**config.mk**
```make
export PLATFORM = sky130hd
export DESIGN_NAME = sram_1rw_req_ctrl
export DESIGN_NICKNAME = d
export VERILOG_FILES = /design/src/rtl/sram_1rw_req_ctrl.sv
export SDC_FILE = /design/constraint.sdc
export NUM_CORES = 1
export LEC_CHECK = 0
export CORE_UTILIZATION = 44
export CTS_CLUSTER_DIAMETER = 150
export DETAILED_ROUTE_END_ITERATION = 7
export GPL_TIMING_DRIVEN = 0
export PLACE_DENSITY_LB_ADDON = 0.2
export SETUP_SLACK_MARGIN = 0.05
export SYNTH_ARGS = -nofsm -noshare
export SYNTH_HDL_FRONTEND = slang
export SYNTH_SLANG_ARGS = --single-unit
```
**constraint.sdc**
```tcl
create_clock -name clk -period 8.1 [get_ports clk]
set_input_delay 2.025 -clock clk [delete_from_list [all_inputs] [get_ports clk]]
set_output_delay 2.025 -clock clk [all_outputs]
set_load 0.02 [all_outputs]
```
**src/rtl/sram_1rw_req_ctrl.sv**
```systemverilog
`default_nettype none
// ============================================================================
//  Module   : sram_1rw_req_ctrl
//  Purpose  : Request controller in front of a single-port (1RW) SRAM macro.
//             It merges independent ready/valid write and read request
//             channels onto the macro's en/wmode/addr/wmask/wdata port, one
//             access per cycle. Writes and reads are arbitrated round-robin
//             when they contend. Read data, which arrives one cycle after
//             issue, is captured into a 2-entry response FIFO with ready/valid
//             backpressure. After reset the array is zero-filled before any
//             request is accepted.
//  Revision : 1.0  initial release
// ----------------------------------------------------------------------------
//  Ports
//    clk              in   sole clock, shared with the SRAM macro
//    rst_n            in   asynchronous reset, active low
//    i_w_req_valid    in   write request valid
//    o_w_req_ready    out  write request accepted this cycle
//    i_w_req_addr     in   [ADDR_W] write address
//    i_w_req_data     in   [DATA_W] write data
//    i_w_req_mask     in   [DATA_W] bit-write mask, 1 = write that bit
//    i_r_req_valid    in   read request valid
//    o_r_req_ready    out  read request accepted this cycle
//    i_r_req_addr     in   [ADDR_W] read address
//    o_r_resp_valid   out  response FIFO holds data
//    i_r_resp_ready   in   consumer takes the head response
//    o_r_resp_data    out  [DATA_W] head response data
//    o_sram_en        out  macro access enable
//    o_sram_wmode     out  1 = write, 0 = read
//    o_sram_addr      out  [ADDR_W] macro address
//    o_sram_wmask     out  [DATA_W] macro bit-write mask
//    o_sram_wdata     out  [DATA_W] macro write data
//    i_sram_rdata     in   [DATA_W] macro read data, valid the cycle after a read
// ============================================================================
module sram_1rw_req_ctrl #(
    parameter int DEPTH  = 2,
    parameter int ADDR_W = 1,
    parameter int DATA_W = 4
) (
    input  logic              clk,
    input  logic              rst_n,

    input  logic              i_w_req_valid,
    output logic              o_w_req_ready,
    input  logic [ADDR_W-1:0] i_w_req_addr,
    input  logic [DATA_W-1:0] i_w_req_data,
    input  logic [DATA_W-1:0] i_w_req_mask,

    input  logic              i_r_req_valid,
    output logic              o_r_req_ready,
    input  logic [ADDR_W-1:0] i_r_req_addr,

    output logic              o_r_resp_valid,
    input  logic              i_r_resp_ready,
    output logic [DATA_W-1:0] o_r_resp_data,

    output logic              o_sram_en,
    output logic              o_sram_wmode,
    output logic [ADDR_W-1:0] o_sram_addr,
    output logic [DATA_W-1:0] o_sram_wmask,
    output logic [DATA_W-1:0] o_sram_wdata,
    input  logic [DATA_W-1:0] i_sram_rdata
);

    // ------------------------------------------------------------------------
    // Constants
    // ------------------------------------------------------------------------
    localparam logic [0:0]        ST_INIT      = 1'b0;
    localparam logic [0:0]        ST_RUN       = 1'b1;
    localparam logic [ADDR_W-1:0] C_LAST_IDX   = ADDR_W'(DEPTH - 1);
    localparam int                C_FIFO_DEPTH = 2;

    // ------------------------------------------------------------------------
    // Declarations
    // ------------------------------------------------------------------------
    logic [0:0]        r_state;
    logic [0:0]        w_state_nxt;
    logic [ADDR_W-1:0] r_init_idx;

    // 1 = the most recent grant went to the write channel
    logic              r_last_grant_w;
    // a read was issued last cycle; its data is on i_sram_rdata now
    logic              r_inflight;

    logic [DATA_W-1:0] r_fifo_mem [C_FIFO_DEPTH];
    logic              r_fifo_wr_ptr;
    logic              r_fifo_rd_ptr;
    logic [1:0]        r_fifo_count;

    logic              w_run;
    logic              w_push;
    logic              w_pop;
    logic [2:0]        w_occupancy;
    logic              w_rd_ok;
    logic              w_rd_cand;
    logic              w_grant_w;
    logic              w_grant_r;

    // ------------------------------------------------------------------------
    // Response FIFO status and read eligibility
    // ------------------------------------------------------------------------
    assign w_run  = (r_state == ST_RUN);
    assign w_push = r_inflight;
    assign w_pop  = o_r_resp_valid & i_r_resp_ready;

    // Slots already promised: buffered responses plus the read in flight,
    // minus the one leaving this cycle. A new read is only safe when this
    // leaves room for its data two cycles from now. pop implies count >= 1,
    // so the subtraction never underflows.
    assign w_occupancy = {1'b0, r_fifo_count} + {2'b00, r_inflight} - {2'b00, w_pop};
    assign w_rd_ok     = (w_occupancy < 3'd2);

    // ------------------------------------------------------------------------
    // Arbitration: contested cycles alternate, otherwise a valid write wins
    // and an eligible read takes any otherwise idle cycle.
    // ------------------------------------------------------------------------
    always_comb begin
        w_rd_cand = 1'b0;
        w_grant_w = 1'b0;
        w_grant_r = 1'b0;
        if (w_run) begin
            w_rd_cand = i_r_req_valid & w_rd_ok;
            if (i_w_req_valid && w_rd_cand) begin
                w_grant_w = ~r_last_grant_w;
                w_grant_r =  r_last_grant_w;
            end else begin
                w_grant_w = i_w_req_valid;
                w_grant_r = w_rd_cand;
            end
        end
    end

    // ------------------------------------------------------------------------
    // FSM: state register
    // ------------------------------------------------------------------------
    always_ff @(posedge clk or negedge rst_n) begin
        if (!rst_n) begin
            r_state <= ST_INIT;
        end else begin
            r_state <= w_state_nxt;
        end
    end

    // ------------------------------------------------------------------------
    // FSM: next-state logic
    // ------------------------------------------------------------------------
    always_comb begin
        w_state_nxt = r_state;
        case (r_state)
            ST_INIT: begin
                if (r_init_idx == C_LAST_IDX) begin
                    w_state_nxt = ST_RUN;
                end
            end
            ST_RUN: begin
                w_state_nxt = ST_RUN;
            end
            default: begin
                w_state_nxt = ST_INIT;
            end
        endcase
    end

    // ------------------------------------------------------------------------
    // FSM: outputs to the macro and the request channels
    // ------------------------------------------------------------------------
    always_comb begin
        o_sram_en     = 1'b0;
        o_sram_wmode  = 1'b0;
        o_sram_addr   = '0;
        o_sram_wmask  = '0;
        o_sram_wdata  = '0;
        o_w_req_ready = 1'b0;
        o_r_req_ready = 1'b0;
        case (r_state)
            ST_INIT: begin
                // zero-fill one entry per cycle, full mask
                o_sram_en    = 1'b1;
                o_sram_wmode = 1'b1;
                o_sram_addr  = r_init_idx;
                o_sram_wmask = '1;
            end
            ST_RUN: begin
                o_w_req_ready = w_grant_w;
                o_r_req_ready = w_grant_r;
                if (w_grant_w) begin
                    o_sram_en    = 1'b1;
                    o_sram_wmode = 1'b1;
                    o_sram_addr  = i_w_req_addr;
                    o_sram_wmask = i_w_req_mask;
                    o_sram_wdata = i_w_req_data;
                end else if (w_grant_r) begin
                    o_sram_en    = 1'b1;
                    o_sram_addr  = i_r_req_addr;
                end
            end
            default: begin
                o_sram_en = 1'b0;
            end
        endcase
    end

    // ------------------------------------------------------------------------
    // Init index, arbitration history and read-in-flight flag
    // ------------------------------------------------------------------------
    always_ff @(posedge clk or negedge rst_n) begin
        if (!rst_n) begin
            r_init_idx     <= '0;
            r_last_grant_w <= 1'b0;
            r_inflight     <= 1'b0;
        end else begin
            if (r_state == ST_INIT) begin
                r_init_idx <= r_init_idx + ADDR_W'(1);
            end
            if (w_grant_w || w_grant_r) begin
                r_last_grant_w <= w_grant_w;
            end
            r_inflight <= w_grant_r;
        end
    end

    // ------------------------------------------------------------------------
    // Response FIFO: push the macro data in the cycle after a read issue;
    // push and pop may coincide. Eligibility gating guarantees no overflow.
    // ------------------------------------------------------------------------
    always_ff @(posedge clk or negedge rst_n) begin
        if (!rst_n) begin
            for (int i = 0; i < C_FIFO_DEPTH; i++) begin
                r_fifo_mem[i] <= '0;
            end
            r_fifo_wr_ptr <= 1'b0;
            r_fifo_rd_ptr <= 1'b0;
            r_fifo_count  <= 2'd0;
        end else begin
            if (w_push) begin
                r_fifo_mem[r_fifo_wr_ptr] <= i_sram_rdata;
                r_fifo_wr_ptr             <= ~r_fifo_wr_ptr;
            end
            if (w_pop) begin
                r_fifo_rd_ptr <= ~r_fifo_rd_ptr;
            end
            r_fifo_count <= r_fifo_count + {1'b0, w_push} - {1'b0, w_pop};
        end
    end

    assign o_r_resp_valid = (r_fifo_count != 2'd0);
    assign o_r_resp_data  = r_fifo_mem[r_fifo_rd_ptr];

endmodule
`default_nettype wire

```
# Yosys cells after proc, flatten, opt, wreduce, memory -nomap -nowiden
# Index checks and enable logic that the tools add are counted.
dict set report classes {
  n_addsub 5
  magnitude_cmp 4
  mux 26
  n_bitwise 8
  reduce_logical 4
}
# cell n
set ops {}
lappend ops {{4-bit 2-to-1 mux} 7}
lappend ops {{1-bit 2-to-1 mux} 12}
lappend ops {{8-bit bitwise mux} 1}
lappend ops {{1-bit case mux with 2 select lines} 4}
lappend ops {{4-bit case mux with 2 select lines} 1}
lappend ops {{4-bit demux with 1-bit select} 1}
lappend ops {{2-bit greater-or-equal comparator, second input constant} 2}
lappend ops {{1-bit inverter} 4}
lappend ops {{1-bit inverter with 2-bit output} 2}
lappend ops {{2-bit by 1-bit adder with 3-bit output} 1}
lappend ops {{3-bit by 2-bit < comparator with 1-bit output, second input constant} 1}
lappend ops {{3-bit by 1-bit subtractor with 3-bit output} 1}
lappend ops {{2-bit by 1-bit adder with 2-bit output} 1}
lappend ops {{1-bit AND} 2}
lappend ops {{1-bit logical AND} 2}
lappend ops {{2-bit by 1-bit < comparator with 1-bit output, second input constant} 1}
lappend ops {{2-bit nonzero test} 1}
lappend ops {{2-bit by 1-bit subtractor with 2-bit output} 1}
lappend ops {{1-bit adder, second input constant} 1}
lappend ops {{1-bit logical OR} 1}
dict set report totals {
  register_bits 16
  in_bits 19
  word_cells 56
}

# Longest topological paths before layout
# Gate-level depths: netlist (run 1).
dict set report logic_depth {
  depth_word 11
  depth_mapped 9
  depth_no_buf 9
}

# Worst setup path before layout (run 1)
# Ideal clock, no wire load.
dict set report synth_path {
  path_kind {input-to-output}
  start {input port i_r_resp_ready}
  end {output port o_sram_addr}
  t_arrival_ns 4.008
  path_slack_ns 2.067
  path_stages 8
  path_buffers 0
  cell_sequence {and2_1 ha_1 inv_1 ha_1 fa_1 and2b_1 a41oi_1 a21boi_0}
}
dict set report synth_between {
  elab_chain_cells 10
  elab_cells_between_ends 12
  cone_classes {add/sub: 1; order compare: 1; mux: 7; bitwise: 2; reduce/logical: 1}
}
# element line
set synth_rtl {}
lappend synth_rtl {{start, declared} 54} ;# input logic i_r_resp_ready,
lappend synth_rtl {{1-bit AND (*)} 104} ;# assign w_pop = o_r_resp_valid & i_r_resp_ready;
lappend synth_rtl {{3-bit by 1-bit subtractor with 3-bit output (*)} 110} ;# assign w_occupancy = {1'b0, r_fifo_count} + {2'b00, r_inflight} - {2'b00, w_pop};
lappend synth_rtl {{via w_occupancy[1]} 93} ;# logic [2:0] w_occupancy;
lappend synth_rtl {{3-bit by 2-bit < comparator with 1-bit output (*)} 111} ;# assign w_rd_ok = (w_occupancy < 3'd2);
lappend synth_rtl {{1-bit AND (*)} 122} ;# w_rd_cand = i_r_req_valid & w_rd_ok;
lappend synth_rtl {{1-bit logical AND} 123} ;# if (i_w_req_valid && w_rd_cand) begin
lappend synth_rtl {{1-bit 2-to-1 mux} 123}
lappend synth_rtl {{1-bit 2-to-1 mux} 121} ;# if (w_run) begin
lappend synth_rtl {{1-bit 2-to-1 mux} 192} ;# end else if (w_grant_r) begin
lappend synth_rtl {{1-bit 2-to-1 mux (*)} 186} ;# if (w_grant_w) begin
lappend synth_rtl {{1-bit case mux with 2 select lines (*)} 175} ;# case (r_state)
lappend synth_rtl {{end, declared} 59} ;# output logic [ADDR_W-1:0] o_sram_addr,
# Mark *: on every way through the listed nets, which the timed path passes. The rest lies on a longest branch.

# Worst setup path after layout (run 1)
dict set report layout_path {
  start {input port i_r_resp_ready}
  end {output port o_sram_wdata[1]}
}
dict set report layout_between {
  elab_chain_cells 9
}
# element line
set layout_rtl {}
lappend layout_rtl {{1-bit AND} 104}
lappend layout_rtl {{via w_pop} 92} ;# logic w_pop;
lappend layout_rtl {{3-bit by 1-bit subtractor with 3-bit output} 110}
lappend layout_rtl {{via w_occupancy[1]} 93}
lappend layout_rtl {{3-bit by 2-bit < comparator with 1-bit output} 111}
lappend layout_rtl {{1-bit AND} 122}
lappend layout_rtl {{1-bit logical AND} 123}
lappend layout_rtl {{1-bit 2-to-1 mux} 123}
lappend layout_rtl {{1-bit 2-to-1 mux} 121}
lappend layout_rtl {{4-bit 2-to-1 mux} 186}
lappend layout_rtl {{4-bit 2-to-1 mux} 175}
lappend layout_rtl {{end, declared} 61} ;# output logic [DATA_W-1:0] o_sram_wdata,
# The timed path passes the listed nets, and every way through them passes these cells.

==> impl_metrics.toml, run 1 <==
[run_status]
status = "completed"

[synth]
avgSynthCellArea_um2 = 11.97
synthArstFlopShare_pct = 100.0
synthCells = 71
ys_seq_area_share_pct = 47.13
synthesis.area_um2 = 849.6
synth_top_area_share_pct = 47.13
ys_warn_count = 0
ys_ff_latch = 16
synth_common_cells = "dfrtp_1 (16), mux2_2 (12), inv_1 (6), a21o_1 (4), and3_1 (4)"
synth_ff_type = "dfrtp_1"
syn_nets = 93
synth_top_cell_by_area = "dfrtp_1"
synth_edf_count = 0
synth.distinct_cells = 26
synth.most_common_cell = "dfrtp_1"
synthTopCellsByArea = "dfrtp_1 (47%), mux2_2 (16%), a21o_1 (3.5%), and3_1 (2.9%), ha_1 (2.9%)"

[drt]
remaining_drc_errors = 0
antenna_left = 0
wire_per_inst_um = 12.82
firstDrtPassIters = 2
vias_per_cell = 4.853
finalWirelength_mm = 1.744
drt_iter0_drc = 7
dr_total_vias = 660

[placed_design]
port_buffers = 36
dp_hpwl_mm = 1.399
globalplace.congestion = 0.7721
dp.cells = 132

[clock_tree]
ctsResizeCount = 0
clk_path_buf_depth = 2
cts_buffers = 3
cts_max_level = 1
cts_root_buf = "clkbuf_4"
clk_pin_slew_worst_paths_ns = 0.08
cts.sinks = 16
cts_hold_buf = 0
cts.repair_timing.setup_buffer_count = 0
worstSkewPairLatency_ns = 0.29
cts_tree = "yes"

[sta]
setup_viol = 0
slew_viol_final = 0
period_share_pct = 85.78
max_freq_mhz = 143.9
finalHoldViolCount = 0
fin_tns_setup_ns = 0
maxSlewHeadroom_pct = 53.12
min_period_ns = 6.948
worst_pin_slew_ns = 0.7010
fin_skew_ns = 0.006082
rsz0062_at_grt = "no"

[hold_path]
min_from = "r_init_idx"
hold_depth = 1
hold_path_class = "reg2reg"
worstHoldEndpoint = "r_init_idx"

[pwr]
p_leak_nw = 0.5787
seq_power_share_pct = 32.2
pwr_density_cell_mw_per_mm2 = 345.9
p_clk_share_pct = 11.8
ir_worst_vdd_mv = 0.2330
p_switching_mw = 0.1671
switching_share_pct = 37.81
internal-power_mw = 0.2748
comb_power_share_pct = 56.0

[worst_setup_path]
worstPathRequired_ns = 6.08
cp_max_fo = 8
cp-start-kind = "input port"
r2r_end = "r_last_grant_w"
reg2reg_depth = 9
critPathKind = "in2out"
critPathArrivalTime_ns = 4.92
r2r-start = "r_fifo_count[1]"
setup.worst_path.end_class = "output pin"
reg2reg_slack_ns = 5.45

[floorplan]
fp.coreArea_mm2 = 0.001764
die_w_um = 45.94
initial_core_util_pct = 48.16
rows = 15
dieArea_mm2 = 0.002110
die_y_um = 45.94
pin_count = 37

[job]
cap_violations = 0

[global_routing]
grt_usage_pct = 19.48
grt_pass1_vias = 634
grt_first_pass_wirelength_mm = 2.808
grt_max_degree = 17
antenna_found_initial = 0
overflow = 0

[final_layout]
drive_gt1_share_pct = 18.02
nets = 134
fin_cells = 136
n_antenna_cell = 0
area_growth_pct = 50.37
## power groups by stage
| stage | clock [mW] | sequential, mW | combinational (mW) |
|---|---|---|---|
| after global routing | 0.0584 | 0.147 | 0.268 |
| after global placement | 0 | 0.141 | 0.241 |
| final | 0.0522 | 0.142 | 0.247 |
| after detailed placement | 0 | 0.145 | 0.250 |
| after CTS | 0.0546 | 0.143 | 0.251 |
| after floorplan | 0 | 0.136 | 0.160 |
## kinds of logic (layout without fill, tap and decap cells)
group                      count (synthesis)  in the layout  synth area share [%]
DFF                                       16             16                 47.13
xor gates and xnor gates                   5              5                 6.040
muxes                                     12             12                 15.91
and+or+nand+nor                           18             18                 12.08
AOI/OAI and AO/OA                         10             10                 10.46
buffers and inverters                      7             47                 3.092
adders and majority gates                  3              3                 5.302
## layout make-up
cell class	instances	area, um^2
Fill cell	140	486.7
Multi-Input combinational cell	48	422.9
Sequential cell	16	400.4
Timing Repair Buffer	36	360.3
Clock buffer	4	36.28
Tap cell	25	31.28
Inverter	6	22.52
Buffer	1	3.754
## per-stage QoR
step / hold WS, ns / utilization [%] / worst slack, ns / total power, mW / instance area (um^2)
6_report: 0.4762 / 72.41 / 1.152 / 0.4419 / 1277
3_3_place_gp: 0.4448 / 70.35 / 1.202 / 0.3818 / 1241
5_1_grt: 0.5151 / 72.41 / 1.036 / 0.4736 / 1277
4_1_cts: 0.4827 / 72.41 / 1.144 / 0.4485 / 1277
3_5_place_dp: 0.4671 / 70.35 / 1.141 / 0.3943 / 1241
2_1_floorplan: 0.4294 / - / 2.067 / 0.2961 / 849.6
## layer usage
metal	global-route usage [%]	share of wire (%)	vias to the layer above
met3	7.937	5.0	2
met2	30.70	51	16
met4	7.059	0.69	0
met5	0	0	-
met1	23.91	44	316
li1	-	-	326
## worst max-delay path, cell delays in order
cell,delay [ns]
clkdlybuf4s50_1,0.38
and2_1,0.16
ha_1,0.28
inv_1,0.04
ha_1,0.18
fa_1,0.53
and2b_1,0.26
a31oi_4,0.29
and3_1,0.19
clkdlybuf4s50_1,0.60
## cells in the final DEF, fill, tap and decap left out
cell and count:
a21boi_0 1, a21o_1 4, a31oi_4 1, a41oi_1 1
and2_1 1, and2b_1 1, and3_1 4, clkbuf_1 1
clkbuf_4 3, clkbuf_8 1, clkdlybuf4s50_1 36, dfrtp_1 16
fa_1 1, ha_1 2, inv_1 6, mux2_2 12
nand2_1 3, nand2b_1 1, nand3_1 2, nand3b_1 1
nor2_1 1, nor2b_1 2, o211ai_1 1, o21ai_0 1
o2bb2ai_1 1, or2_2 2, xnor2_1 2, xor2_1 2
xor2_2 1
## worst max-delay path by stage
stage | cells after the start | slack, ns | start | to
after global placement | 10 | 1.20 | i_r_resp_ready | o_sram_wdata[0]
after floorplan | 8 | 2.07 | i_r_resp_ready | o_sram_addr
final | 10 | 1.15 | i_r_resp_ready | o_sram_wdata[1]
after detailed placement | 10 | 1.14 | i_r_resp_ready | o_sram_wdata[1]
after global routing | 10 | 1.04 | i_r_resp_ready | o_sram_wdata[2]
after CTS | 10 | 1.14 | i_r_resp_ready | o_sram_wdata[1]
## sequential cells by signal, summed over array words and instances, names as in the netlist
signal / cells
r_init_idx: 1
r_inflight: 1
r_fifo_wr_ptr: 1
r_last_grant_w: 1
r_fifo_count: 2
r_state: 1
r_fifo_rd_ptr: 1
r_fifo_mem: 8
Power figures use the tool's default switching activity.
==> run 2: changes to the inputs <==
--- a/config.mk
+++ b/config.mk
@@ -11,2 +11,3 @@
 export GPL_TIMING_DRIVEN = 0
+export HOLD_SLACK_MARGIN = 0.05
 export PLACE_DENSITY_LB_ADDON = 0.2
--- a/constraint.sdc
+++ b/constraint.sdc
@@ -3,2 +3,2 @@
 set_output_delay 2.025 -clock clk [all_outputs]
-set_load 0.02 [all_outputs]
+set_load 0.005 [all_outputs]
==> results of run 2 <==
Same layout as run 1 (identical final DEF). Status: completed.
Main changes from that run: setup slack after placement 1.141 ns -> 1.244 ns; setup slack after layout 1.152 ns -> 1.256 ns; total power 0.4419 mW -> 0.4039 mW; worst IR drop on VDD 0.2330 mV -> 0.2241 mV
==> run 3: changes to the inputs <==
- CORE_UTILIZATION: 44 -> 37
- clock period: 8.1 -> 5.7 ns (I/O delays scaled with it)
==> impl_metrics.toml, run 3 (synthesis results as in run 1) <==
[run_status]
status = "completed"

[clock_tree]
cts_hold_buf = 0
worstSkewPairLatency_ns = 0.28
cts_tree = "yes"
cts.repair_timing.setup_buffer_count = 0
clk_path_buf_depth = 2
clk_pin_slew_worst_paths_ns = 0.08
cts_root_buf = "clkbuf_4"
cts_max_level = 1
cts.sinks = 16
cts_buffers = 3

[global_routing]
grt_pass1_vias = 688
overflow = 0
grt_first_pass_wirelength_mm = 3.077
grt_max_degree = 17
grt_usage_pct = 16.58
antenna_found_initial = 0

[sta]
setup_viol = 0
fin_skew_ns = 0.0007464
slew_viol_final = 0
worst_pin_slew_ns = 0.6690
rsz0062_at_grt = "yes"
finalHoldViolCount = 0
min_period_ns = 5.595
period_share_pct = 98.16
max_freq_mhz = 178.7
maxSlewHeadroom_pct = 55.26

[drt]
remaining_drc_errors = 0
dr_total_vias = 661
firstDrtPassIters = 3
vias_per_cell = 4.790
wire_per_inst_um = 12.57
drt_iter0_drc = 6
finalWirelength_mm = 1.734
antenna_left = 0

[pwr]
p_leak_nw = 0.6660
ir_worst_vdd_mv = 0.2999
p_total_mw = 0.5674
pwr_density_cell_mw_per_mm2 = 436.9

[placed_design]
port_buffers = 36
globalplace.congestion = 0.7574
dp_hpwl_mm = 1.419
dp.cells = 134

[final_layout]
largest_register_ffs = 8
fillers = 177
drive_gt1_share_pct = 19.82
most-common-layout-cells = "clkdlybuf4s50_1 (30), dfrtp_1 (16), mux2_2 (12), inv_1 (6), dlymetal6s2s_1 (6)"
regArea_um2 = 400.4
area_growth_pct = 52.87
n_antenna_cell = 0
fin_cells = 138
top_register = "r_fifo_mem"
nets = 134
final_common_cell = "clkdlybuf4s50_1"
multiInputGateArea_um2 = 426.7
largest_registers = "r_fifo_mem: 8 flops, r_fifo_count: 2 flops"

[floorplan]
die_y_um = 49.92
initial_core_util_pct = 41.20
pin_count = 37
die_w_um = 49.92
rows = 16
dieArea_mm2 = 0.002492
fp.coreArea_mm2 = 0.002062

[job]
cap_violations = 0

[worst_setup_path]
worstPathRequired_ns = 4.28
critPathKind = "in2out"
critPathArrivalTime_ns = 4.17
cp_max_fo = 8
cp-start-kind = "input port"
setup.worst_path.end_class = "output pin"

[hold_path]
hold_path_class = "reg2reg"
## run 3: cell count changes in the layout (fill, tap and decap cells not counted)
| cell | delta |
|---|---|
| and2b_2 | +1 |
| nor2b_1 | -1 |
| dlymetal6s2s_1 | +6 |
| clkdlybuf4s50_1 | -6 |
| nor2b_2 | +1 |
| and2b_1 | -1 |
## run 3: through the flow
step	hold WS, ns	TNS, ns	util (%)	cell area (um^2)	worst slack (ns)
floorplan	0.4294	0	-	849.6	1.086
global placement	0.4450	0	60.32	1244	0.09111
detailed placement	0.4562	0	60.32	1244	0.04739
CTS	0.4684	0	62.08	1280	0.09051
global route	0.5019	-0.1201	62.99	1299	-0.07086
finish	0.4606	0	62.99	1299	0.1047
## run 3: power by group
part	leakage [nW]	total, mW	switching (mW)	internal (mW)
logic	0.456	0.294	0.107	0.187
clock network	0.0210	0.0720	0.0331	0.0389
registers	0.189	0.202	0.0388	0.163
## run 3: worst max-delay path, stage by stage
cell and delay, ns:
clkdlybuf4s50_1 0.38, and2_1 0.16, ha_1 0.27, inv_1 0.04
ha_1 0.18, fa_1 0.52, and2b_2 0.27, a31oi_4 0.22
and3_1 0.20, clkdlybuf4s50_1 0.50
## run 3: final cells by class
| type | count | area share, % |
|---|---|---|
| Clock buffer | 4 | 2.794 |
| Multi-Input combinational cell | 48 | 32.85 |
| Tap cell | 27 | 2.601 |
| Sequential cell | 16 | 30.83 |
| Timing Repair Buffer | 36 | 28.90 |
| Buffer | 1 | 0.2890 |
| Inverter | 6 | 1.734 |
## run 3: path summary, 6_finish.rpt
| kind | slack, ns | to | cells after the start | start |
|---|---|---|---|---|
| min in group asynchronous | 1.55 | r_fifo_wr_ptr | 1 | rst_n |
| max in group asynchronous | 3.73 | r_fifo_count[1] | 1 | rst_n |
| setup reg to reg | 3.09 | r_last_grant_w | 9 | r_fifo_count[1] |
| setup / recovery | 0.10 | o_sram_wdata[2] | 10 | i_r_resp_ready |
| hold reg to reg | 0.46 | r_init_idx | 1 | r_init_idx |
| hold / removal | 0.46 | r_init_idx | 1 | r_init_idx |
## run 3: metal layers
metal / global-route usage, % / vias up / share of wire (%)
met5: 0 / - / 0
met4: 6.190 / 0 / 0.69
met3: 4.630 / 2 / 4.2
met2: 28.38 / 13 / 53
met1: 19.53 / 319 / 42
li1: - / 327 / -
## run 3: what timing repair did
action | in CTS | in global routing
endpoints found under the setup margin | 1 | 10
resized for setup | 0 | 8
pin swaps | 1 | 3
